--- src/rtl/piso_tx.sv ---
// Parallel-in serial-out transmitter with a one-word holding buffer.
// Words stream back-to-back with no idle gap when the buffer is refilled in time.
module piso_tx #(
    parameter int WIDTH     = 8,
    parameter bit MSB_FIRST = 1'b1
) (
    input  logic             clk,
    input  logic             clear_n,
    input  logic [WIDTH-1:0] din,
    input  logic             load_valid,
    output logic             load_ready,
    output logic             so,
    output logic             so_valid,
    output logic             last,
    output logic             busy,
    output logic             dbg_state
);

    localparam int CNT_W = $clog2(WIDTH);
    localparam logic [CNT_W-1:0] LAST_CNT = CNT_W'(WIDTH - 1);

    typedef enum logic {
        IDLE  = 1'b0,
        SHIFT = 1'b1
    } state_t;

    state_t           state, state_nxt;
    logic [WIDTH-1:0] sh, sh_nxt;
    logic [CNT_W-1:0] cnt, cnt_nxt;
    logic [WIDTH-1:0] hold;
    logic             hold_full;
    logic             accept;
    logic             at_end;
    logic             xfer;

    // Handshake: a word is taken on an edge where load_valid && load_ready.
    // load_ready is low while held in reset so nothing is accepted then.
    assign load_ready = !hold_full && clear_n;
    assign accept     = load_valid && load_ready;
    assign at_end     = (state == SHIFT) && (cnt == LAST_CNT);
    assign xfer       = hold_full && ((state == IDLE) || at_end);

    always_ff @(posedge clk or negedge clear_n) begin
        if (!clear_n) begin
            hold      <= '0;
            hold_full <= 1'b0;
        end else if (accept) begin
            hold      <= din;
            hold_full <= 1'b1;
        end else if (xfer) begin
            hold_full <= 1'b0;
        end
    end

    always_ff @(posedge clk or negedge clear_n) begin
        if (!clear_n) begin
            state <= IDLE;
            sh    <= '0;
            cnt   <= '0;
        end else begin
            state <= state_nxt;
            sh    <= sh_nxt;
            cnt   <= cnt_nxt;
        end
    end

    always_comb begin
        state_nxt = state;
        sh_nxt    = sh;
        cnt_nxt   = cnt;
        if (xfer) begin
            state_nxt = SHIFT;
            sh_nxt    = hold;
            cnt_nxt   = '0;
        end else if (state == SHIFT) begin
            if (at_end) begin
                state_nxt = IDLE;
                sh_nxt    = '0;
                cnt_nxt   = '0;
            end else begin
                // Move the next bit toward the output end, back-filling with zero.
                if (MSB_FIRST) sh_nxt = {sh[WIDTH-2:0], 1'b0};
                else           sh_nxt = {1'b0, sh[WIDTH-1:1]};
                cnt_nxt = cnt + CNT_W'(1);
            end
        end
    end

    assign so        = (state == SHIFT) && (MSB_FIRST ? sh[WIDTH-1] : sh[0]);
    assign so_valid  = (state == SHIFT);
    assign last      = at_end;
    assign busy      = (state == SHIFT) || hold_full;
    assign dbg_state = state;

endmodule

--- config.mk ---
export PLATFORM = sky130hd
export DESIGN_NAME = piso_tx
export DESIGN_NICKNAME = d
export VERILOG_FILES = /design/src/rtl/piso_tx.sv
export SDC_FILE = /design/constraint.sdc
export NUM_CORES = 1
export LEC_CHECK = 0
export ABC_AREA = 0
export CORE_UTILIZATION = 55
export DETAILED_ROUTE_END_ITERATION = 10
export PLACE_DENSITY = 0.88
export SLEW_MARGIN = 20
export SYNTH_ARGS = -nofsm -noshare
export SYNTH_HDL_FRONTEND = slang
export SYNTH_SLANG_ARGS = --single-unit
export TNS_END_PERCENT = 30
--- constraint.sdc ---
create_clock -name clk -period 1.96 [get_ports clk]
set_clock_uncertainty 0.05 [all_clocks]
set_input_delay 0.196 -clock clk [delete_from_list [all_inputs] [get_ports clk]]
set_output_delay 0.196 -clock clk [all_outputs]
set_load 0.02 [all_outputs]
# Word-level counts from Yosys, hierarchy flattened
# Cells that the tools add are included.
[word_totals]
mem_bits_rw = 0
reg_bits = 21
mem_count = 0
elab_cells = 29
output_inout_bits = 6
inputBits = 11
rom_bits = 0
latch_bits = 0
[classes]
eq_ne = 1
n_reduce_logical = 10
shift = 0
add_sub_neg = 1
bitwise_logic = 1
order_cmp = 0
div_mod_pow = 0
muxes = 11
multipliers = 0
[ops]
columns = ["op", "n"]
rows = [
  ["8-bit 2-to-1 mux", 3],
  ["3-bit 2-to-1 mux", 3],
  ["1-bit logical AND", 5],
  ["1-bit 2-to-1 mux", 5],
  ["2-bit nonzero test", 2],
  ["3-bit by 1-bit adder with 3-bit output (second input constant)", 1],
  ["3-bit == test (second input constant)", 1],
  ["1-bit logical OR", 2],
  ["1-bit logical NOT", 1],
  ["1-bit NOT", 1],
]

# Logic depth before layout (Yosys ltp)
# Gate-level depths: netlist (run 1).
[logic_depth]
depth_word = 6
ltp_mapped = 5
depth_no_buf = 4

# Worst setup path before layout (run 1)
# Ideal clock, no wire load.
[synth_timing]
path_kind = "register to output"
start = "register cnt[0]"
end = "output port last"
path_stages_with_launch = 5
arrival_ps = 1115
path_slack_ps = 599
path_buffers = 1
cell_sequence = "dfrtp_1 > ha_1 > ha_1 > buf_2 > and2_1"
[synth_between]
elab_chain_cells = 2
[synth_rtl]
columns = ["element", "line", "rtl"]
rows = [
  ["start: declaration", "29", "logic [CNT_W-1:0] cnt, cnt_nxt;"],
  ["start signal: assignment", "63", "cnt <= cnt_nxt;"],
  ["3-bit == test", "40", "assign at_end = (state == SHIFT) && (cnt == LAST_CNT);"],
  ["1-bit logical AND", "40", ""],
  ["end: declaration", "14", "output logic last,"],
]
# Every way passes these cells.

# Final worst setup path (run 1)
[layout_timing]
start = "register hold_full"
end = "output port load_ready"
[layout_between]
elab_chain_cells = 2
[layout_rtl]
columns = ["element", "line", "rtl"]
rows = [
  ["start: declaration", "31", "logic hold_full;"],
  ["start signal: assignment", "46", "hold_full <= 1'b0;"],
  ["start signal: assignment", "49", "hold_full <= 1'b1;"],
  ["start signal: assignment", "51", "hold_full <= 1'b0;"],
  ["1-bit logical NOT", "38", "assign load_ready = !hold_full && clear_n;"],
  ["1-bit logical AND", "38", ""],
  ["end: declaration", "11", "output logic load_ready,"],
]
# Every way passes these cells.

==> flow_summary.toml, run 1 <==
[logic_synthesis]
synthesis.area_um2 = 1030
syn_area_per_cell_um2 = 12.4
synth_compound_area_share_pct = 8.78
yosys_warnings = 0
syn-num-nets = 96
synth_top_family_by_area = "multiplexers"
yosysSeqAreaShare_pct = 51.2
muxShareOfSynthArea_pct = 20.5
synthSimpleGateAreaFrac_pct = 9.63
synth_fa_ha_area_share_pct = 2.44
synth.distinct_cells = 19
synthXorXnorAreaFrac_pct = 0
synth-seq-cells = 21
synthCells = 83

[clocking]
post_cts_buffers = 0
tritoncts = "built"
clkLatencyLatePin_ps = 310
cts_max_path_buffers = 2
root_buffer = "clkbuf_4"
cts_made_buffers = 3
htree_levels = 1
clock_sinks = 21
ctsResizeCount = 1
clkTransAtPathRegs_ps = 110
ctsHoldBuffers = 0

[floorplanning]
dieHeight_um = 45.2
fp.dieW_um = 45.2
placementRows = 15
coreArea_um2 = 1750
initial_utilization_pct = 58.8
dieArea_um2 = 2040
ios = 17

[setup_path]
worstPathRequired_ps = 1710
cp-start-kind = "register"
crit_path_end_kind = "output port"
r2r_cells = 5
reg2reg_slack_ps = 170
worstSetupPathType = "reg -> out"
r2r_end = "sh[4]$_DFFE_PN0P_"
cp.arrival_ps = 1630
regToRegStartpoint = "cnt[0]$_DFFE_PN0P_"
crit_fanout = 7

[sta]
max_freq_ghz = 0.532
rsz0062_at_grt = "no"
layout_setup_ws_ps = 79.9
hold_viol = 0
fin_crit_sh_pct = 95.9
timing.slew.headroom_pct = 69.9
tns_ps = 0
setup_viol = 0
worstMarginPinSlew_ps = 451
min_period_ps = 1880
maxSlewViolCount = 0

[cells_and_area]
area_growth_pct = 21.1
antennaDiodeCount = 0
fin_nets = 116
utilization_pct = 71.2
drive_gt1_share_pct = 18.6

[global_route]
grt_pass1_wl_mm = 3.31
antenna_found_initial = 0
grt_pass1_vias = 738
grt_max_degree = 23
grt_overflow = 0
grt_usage_pct = 23.7

[route]
vias = 717
wire_per_inst_um = 15.2
drtPass1Iterations = 4
drt_first_iter_violations = 19
postRouteAntennaNets = 0
drt_wl_total_mm = 1.93
drcViolationCount = 0
vias_per_cell = 5.65

[placed_design]
io_buffers = 16
pre_cts_ws_ps = 214
place.gp.congestion = 0.753
dpl.hpwl_mm = 1.36

[run]
maxCapViolations = 0

[hold_path]
hold_class = "in -> async"

[pwr]
power.total_mw = 1.85
ir_drop_uv = 863
power.leakage_nw = 0.589
powerDensity_nw_per_um2 = 1490

[outcome]
status = "complete, no violations"
[how the worst max path moves through the flow]
stage                           from                  end  slack (ps)  cells after the start
2_1_floorplan     cnt[0]$_DFFE_PN0P_                 last         600                      4
3_3_place_gp                 clear_n           load_ready         180                      3
3_5_place_dp                 clear_n  hold[0]$_DFFE_PN0P_         210                      4
4_1_cts        hold_full$_DFFE_PN0P_           load_ready          60                      2
5_1_grt        hold_full$_DFFE_PN0P_           load_ready          30                      2
6_report       hold_full$_DFFE_PN0P_           load_ready          80                      2
[sequential cells by signal, indices dropped and copies added, names as in the netlist]
register	cells
hold	8
sh	8
cnt	3
dbg_state	1
hold_full	1
[where the power goes]
part / internal [mW] / total [mW] / switching [mW]
clock network: 0.0763 / 0.203 / 0.126
registers: 0.626 / 0.794 / 0.169
logic: 0.456 / 0.851 / 0.395
total: 1.16 / 1.85 / 0.690
[per-stage QoR]
| stage | cell area [µm²] | hold slack [ps] | cells |
|---|---|---|---|
| 2_1_floorplan | 1030 | -150 | 83 |
| 4_1_cts | 1240 | 207 | 127 |
| 3_3_place_gp | 1220 | 416 | 123 |
| 3_5_place_dp | 1220 | 434 | 123 |
| 6_report | 1240 | 208 | 127 |
| 5_1_grt | 1240 | 241 | 127 |
[layout make-up]
cell class              instances  area [µm²]
flip-flops and latches         21         526
fillers                       123         503
multi-input cells              46         424
repair buffers                 21         196
inverters                      10        37.5
well taps                      25        31.3
clock buffers                   3        22.5
clock inverters                 1        5.00
[per-layer routing]
| layer | vias up | part of all wire, % | track usage (%) |
|---|---|---|---|
| met4 | 0 | 3.0 | 12.7 |
| met5 | - | 0 | 0 |
| met2 | 26 | 50 | 38.0 |
| met1 | 353 | 43 | 30.1 |
| li1 | 331 | - | - |
| met3 | 7 | 4.2 | 4.80 |
[worst max-delay path, cell delays in order, from the launching register on]
cell and delay, ps:
dfrtp_1 490, nor2b_1 200, clkdlybuf4s50_1 640
[cells in the mapped netlist]
cell / number / area, µm²
mux2_4: 8 / 120
nand2_1: 2 / 7.51
ha_1: 2 / 25.0
buf_6: 1 / 11.3
nor2b_1: 1 / 6.26
inv_1: 10 / 37.5
o221ai_1: 7 / 61.3
o21ai_1: 2 / 10.0
o2bb2ai_1: 1 / 8.76
buf_2: 4 / 20.0
nand3_1: 8 / 40.0
a32o_1: 1 / 10.0
nand2b_1: 1 / 6.26
dfrtp_1: 21 / 526
nand3b_4: 1 / 20.0
mux2i_1: 9 / 90.1
buf_4: 1 / 7.51
and2_1: 2 / 12.5
nor2_2: 1 / 6.26
[logic make-up (layout without fill, tap and decap cells)]
family,count (synthesis),after routing
fa+ha+maj,2,2
mux,17,17
buf+inv,16,35
compound gates,11,11
flops,21,21
simple gates,16,16
[placed cells by master, fill, tap and decap left out, drive strengths merged]
cell,synthesis,layout
a32o,1,1
and2,2,2
buf,6,5
clkbuf,0,3
clkdlybuf4s50,0,15
clkinv,0,1
dfrtp,21,21
dlygate4sd2,0,1
ha,2,2
inv,10,10
mux2,8,8
mux2i,9,9
nand2,2,2
nand2b,1,1
nand3,8,8
nand3b,1,1
nor2,1,1
nor2b,1,1
o21ai,2,2
o221ai,7,7
o2bb2ai,1,1
Note: power is estimated with default switching activity, not from simulation.
==> inputs of run 2 (changes only) <==
--- a/config.mk
+++ b/config.mk
@@ -6,6 +6,7 @@
 export NUM_CORES = 1
 export LEC_CHECK = 0
 export ABC_AREA = 0
+export CORE_MARGIN = 3
 export CORE_UTILIZATION = 55
 export DETAILED_ROUTE_END_ITERATION = 10
 export PLACE_DENSITY = 0.88
==> flow_summary.toml, run 2 (synthesis results as in run 1) <==
[outcome]
status = "complete, no violations"

[placed_design]
io_buffers = 16
place.gp.congestion = 0.784
placed_cell_area_um2 = 1210
dpl.hpwl_mm = 1.46
dp_cells = 121

[global_route]
grt_pass1_vias = 750
antenna_found_initial = 0
busiest_layer = "met2"
grt_use_met2_pct = 31.3
grt_max_degree = 23
met3_usage_pct = 4.28
use_met1_pct = 22.5
grt_overflow = 0
grt_pass1_wl_mm = 3.33
grt_usage_pct = 17.9

[run]
maxCapViolations = 0

[setup_path]
worstSetupPathType = "reg -> out"
r2r_cells = 5
crit_path_end_kind = "output port"
cp.arrival_ps = 1610
cp-start-kind = "register"
reg2reg_slack_ps = 180
regToRegStartpoint = "cnt[0]$_DFFE_PN0P_"
worstPathRequired_ps = 1710
crit_fanout = 7
r2r_end = "sh[1]$_DFFE_PN0P_"

[clocking]
clkLatencyLatePin_ps = 290
clkTransAtPathRegs_ps = 110
clock_sinks = 21
tritoncts = "built"
htree_levels = 1
root_buffer = "clkbuf_4"
ctsHoldBuffers = 0
cts_max_path_buffers = 2
post_cts_buffers = 0
cts_made_buffers = 3

[cells_and_area]
final_common_cell = "dfrtp_1"
utilization_pct = 75.7
reg_top3 = "hold: 8 flops, sh: 8 flops, cnt: 3 flops"
antennaDiodeCount = 0
design_area_um2 = 1230
drive_gt1_share_pct = 17.8
instances_no_fill = 125
area_growth_pct = 20.2
fin_nets = 115
final_cell_mix = "dfrtp_1, clkdlybuf4s50_1, inv_1, mux2i_1"

[floorplanning]
ios = 17
dieArea_um2 = 2420
initial_utilization_pct = 63.0
coreArea_um2 = 1630
placementRows = 14
fp.dieW_um = 49.2
dieHeight_um = 49.2

[sta]
timing.slew.headroom_pct = 69.5
fin_crit_sh_pct = 94.5
setup_viol = 0
worstMarginPinSlew_ps = 458
rsz0062_at_grt = "no"
maxSlewViolCount = 0
tns_ps = 0
hold_viol = 0
max_freq_ghz = 0.540
min_period_ps = 1850

[route]
drt_first_iter_violations = 22
vias = 697
vias_per_cell = 5.58
wire_per_inst_um = 15.9
drt_wl_total_mm = 1.99
postRouteAntennaNets = 0
drtPass1Iterations = 4
drcViolationCount = 0

[pwr]
ir_drop_uv = 768
power.leakage_nw = 0.581
power.total_mw = 1.82
powerDensity_nw_per_um2 = 1480

[hold_path]
hold_class = "in -> async"
==> run 2: changes by cell type in the layout (fill, tap and decap cells not counted), sizes merged <==
cell and change:
buf -1, clkbuf +1, clkinv -1
==> run 2: worst max-delay path, stage by stage, from the launching register on <==
cell             delay (ps)
dfrtp_1                 480
nor2_2                  190
inv_1                    90
clkdlybuf4s50_1         550
==> run 2: final cells by class <==
cell class	instances	area [µm²]
fill	124	395
tap	24	30.0
inverter	10	37.5
sequential	21	527
timing repair buffer	20	189
clock buffer	4	26.3
multi-input combinational	46	424
==> run 2: report_power, final <==
part	total (mW)	switching, mW	leakage (nW)	internal (mW)
combinational	0.836	0.392	0.308	0.444
sequential	0.790	0.162	0.258	0.627
clock	0.199	0.120	0.0150	0.0790
total	1.82	0.674	0.581	1.15
==> run 2: how the worst max path moves through the flow <==
stage | startpoint | endpoint | depth (start not counted)
finish | hold_full$_DFFE_PN0P_ | busy | 3
global route | dbg_state$_DFF_PN0_ | busy | 3
CTS | dbg_state$_DFF_PN0_ | busy | 3
detailed placement | cnt[0]$_DFFE_PN0P_ | sh[1]$_DFFE_PN0P_ | 5
global placement | clear_n | hold[7]$_DFFE_PN0P_ | 4
floorplan | cnt[0]$_DFFE_PN0P_ | last | 4
==> run 2: routing by layer <==
metal / part of all wire, % / up-vias
met5: 0 / -
met4: 0.95 / 0
met3: 4.5 / 2
met2: 51 / 17
met1: 44 / 347
li1: - / 331
==> run 2: what timing repair did <==
| item | CTS | global route |
|---|---|---|
| gates resized for setup | 1 | 1 |
| hold endpoints to repair | 0 | 0 |
| setup endpoints to repair | 1 | 1 |
==> run 2: through the flow <==
stage / hold WS [ps] / setup slack [ps]
6_report: 224 / 108
5_1_grt: 225 / 7.35
4_1_cts: 227 / 65.6
3_5_place_dp: 442 / 198
3_3_place_gp: 419 / 251
2_1_floorplan: -150 / 599
==> inputs of run 3 (changes only) <==
--- a/config.mk
+++ b/config.mk
@@ -9,7 +9,9 @@
 export CORE_MARGIN = 3
 export CORE_UTILIZATION = 55
 export DETAILED_ROUTE_END_ITERATION = 10
-export PLACE_DENSITY = 0.88
+export DONT_BUFFER_PORTS = 1
+export HOLD_SLACK_MARGIN = 0.03
+export PLACE_DENSITY = 0.76
 export SLEW_MARGIN = 20
 export SYNTH_ARGS = -nofsm -noshare
 export SYNTH_HDL_FRONTEND = slang
==> flow_summary.toml, run 3 (synthesis results as in run 1) <==
[floorplanning]
dieHeight_um = 49.2
placementRows = 14
fp.dieW_um = 49.2
dieArea_um2 = 2420
initial_utilization_pct = 63.0
ios = 17
coreArea_um2 = 1630

[setup_path]
worstPathRequired_ps = 1710
cp.arrival_ps = 1490
endpoint = "last"
reg2reg_slack_ps = 400
timing.critical_path.from = "cnt[0]$_DFFE_PN0P_"
cp-start-kind = "register"
r2r_end = "sh[1]$_DFFE_PN0P_"
crit_fanout = 10
regToRegStartpoint = "cnt[0]$_DFFE_PN0P_"
worstSetupPathType = "reg -> out"
crit_path_end_kind = "output port"
r2r_cells = 4

[cells_and_area]
fin_nets = 107
area_growth_pct = 12.7
antennaDiodeCount = 0
drive_gt1_share_pct = 17.2
instances_no_fill = 117
reg_top3 = "hold: 8 flops, sh: 8 flops, cnt: 3 flops"
final_cell_mix = "dfrtp_1, inv_1, mux2i_1, dlygate4sd3_1"
final_common_cell = "dfrtp_1"

[clocking]
clkTransAtPathRegs_ps = 110
ctsResizeCount = 0
cts_max_path_buffers = 2
htree_levels = 1
tritoncts = "built"
root_buffer = "clkbuf_4"
clock_sinks = 21
post_cts_buffers = 0
ctsHoldBuffers = 9
cts_made_buffers = 3
clkLatencyLatePin_ps = 290

[pwr]
power_frac_comb_pct = 43.2
p_seq_share_pct = 45.3
power.leakage_nw = 0.547
clkPwrFrac_pct = 11.5
powerDensity_nw_per_um2 = 1490
ir_drop_uv = 1020
switching_power_mw = 0.646
p_sw_share_pct = 37.4
p_int_mw = 1.08

[route]
m1WireLength_um = 800
wire_per_inst_um = 15.5
vias_per_cell = 5.64
vias = 660
drt_wl_total_mm = 1.81
drtPass1Iterations = 4
wl_met2_um = 946
drcViolationCount = 0
wl_met3_um = 47
drt_first_iter_violations = 5
postRouteAntennaNets = 0
top_layer = "met4"

[placed_design]
io_buffers = 0
dp_cells = 104
dpl.hpwl_mm = 1.13
place.gp.congestion = 0.728

[hold_path]
min-delay-start = "load_valid"
hold_class = "in -> reg"

[global_route]
grt_pass1_vias = 711
grt_pass1_wl_mm = 3.08
antenna_found_initial = 0
grt_max_degree = 22
grt_usage_pct = 16.7
grt_overflow = 0

[run]
maxCapViolations = 0

[sta]
setup_viol = 0
timing.slew.headroom_pct = 38.8
fin_crit_sh_pct = 88.6
rsz0062_at_grt = "no"
maxSlewViolCount = 0
min_period_ps = 1740
hold_viol = 0
worstMarginPinSlew_ps = 914
tns_ps = 0
max_freq_ghz = 0.576

[outcome]
status = "complete, no violations"
[run 3: cell count changes in the layout (fill, tap and decap cells not counted), sizes merged]
cell	before	now
dlygate4sd3	0	9
dlygate4sd2	1	0
clkdlybuf4s50	15	0
buf	4	3
[run 3: metrics by stage]
step	power [mW]	utilization, %	area, µm²	hold slack (ps)	setup slack, ps
after floorplan	1.40	-	1030	-150	599
after global placement	1.48	63.8	1040	-149	481
after detailed placement	1.51	63.8	1040	-149	453
after CTS	1.73	71.0	1160	141	210
after global routing	1.86	71.0	1160	162	148
final	1.73	71.0	1160	138	223
[run 3: worst min-delay path by stage]
stage                                 end  slack (ps)  depth (start not counted)
CTS                 hold_full$_DFFE_PN0P_         140                          2
global route        hold_full$_DFFE_PN0P_         160                          2
detailed placement    hold[7]$_DFFE_PN0P_        -150                          0
finish              hold_full$_DFFE_PN0P_         140                          2
floorplan              cnt[0]$_DFFE_PN0P_        -150                          0
global placement      hold[7]$_DFFE_PN0P_        -150                          0
[run 3: cell type report]
type                       count  area, µm²
sequential                    21        526
multi-input combinational     46        424
inverter                      10       37.5
fill                         122        473
timing repair buffer          12        113
tap                           24       30.0
clock buffer                   4       26.3
[run 3: power groups by stage]
stage          Combinational (mW)  Sequential (mW)  Clock, mW
4_1_cts                     0.749            0.777      0.204
3_3_place_gp                0.702            0.779          0
6_report                    0.746            0.782      0.199
5_1_grt                     0.819            0.812      0.226
2_1_floorplan               0.653            0.746          0
3_5_place_dp                0.726            0.786          0
[run 3: per-layer routing]
layer / vias up / global-route usage (%)
li1: 313 / -
met3: 2 / 3.06
met1: 333 / 19.7
met4: 0 / 7.11
met2: 12 / 29.2
met5: - / 0
[run 3: worst max-delay path, stage by stage (launching register included)]
cell	delay, ps
dfrtp_1	410
ha_1	200
ha_1	180
buf_4	170
and2_1	230
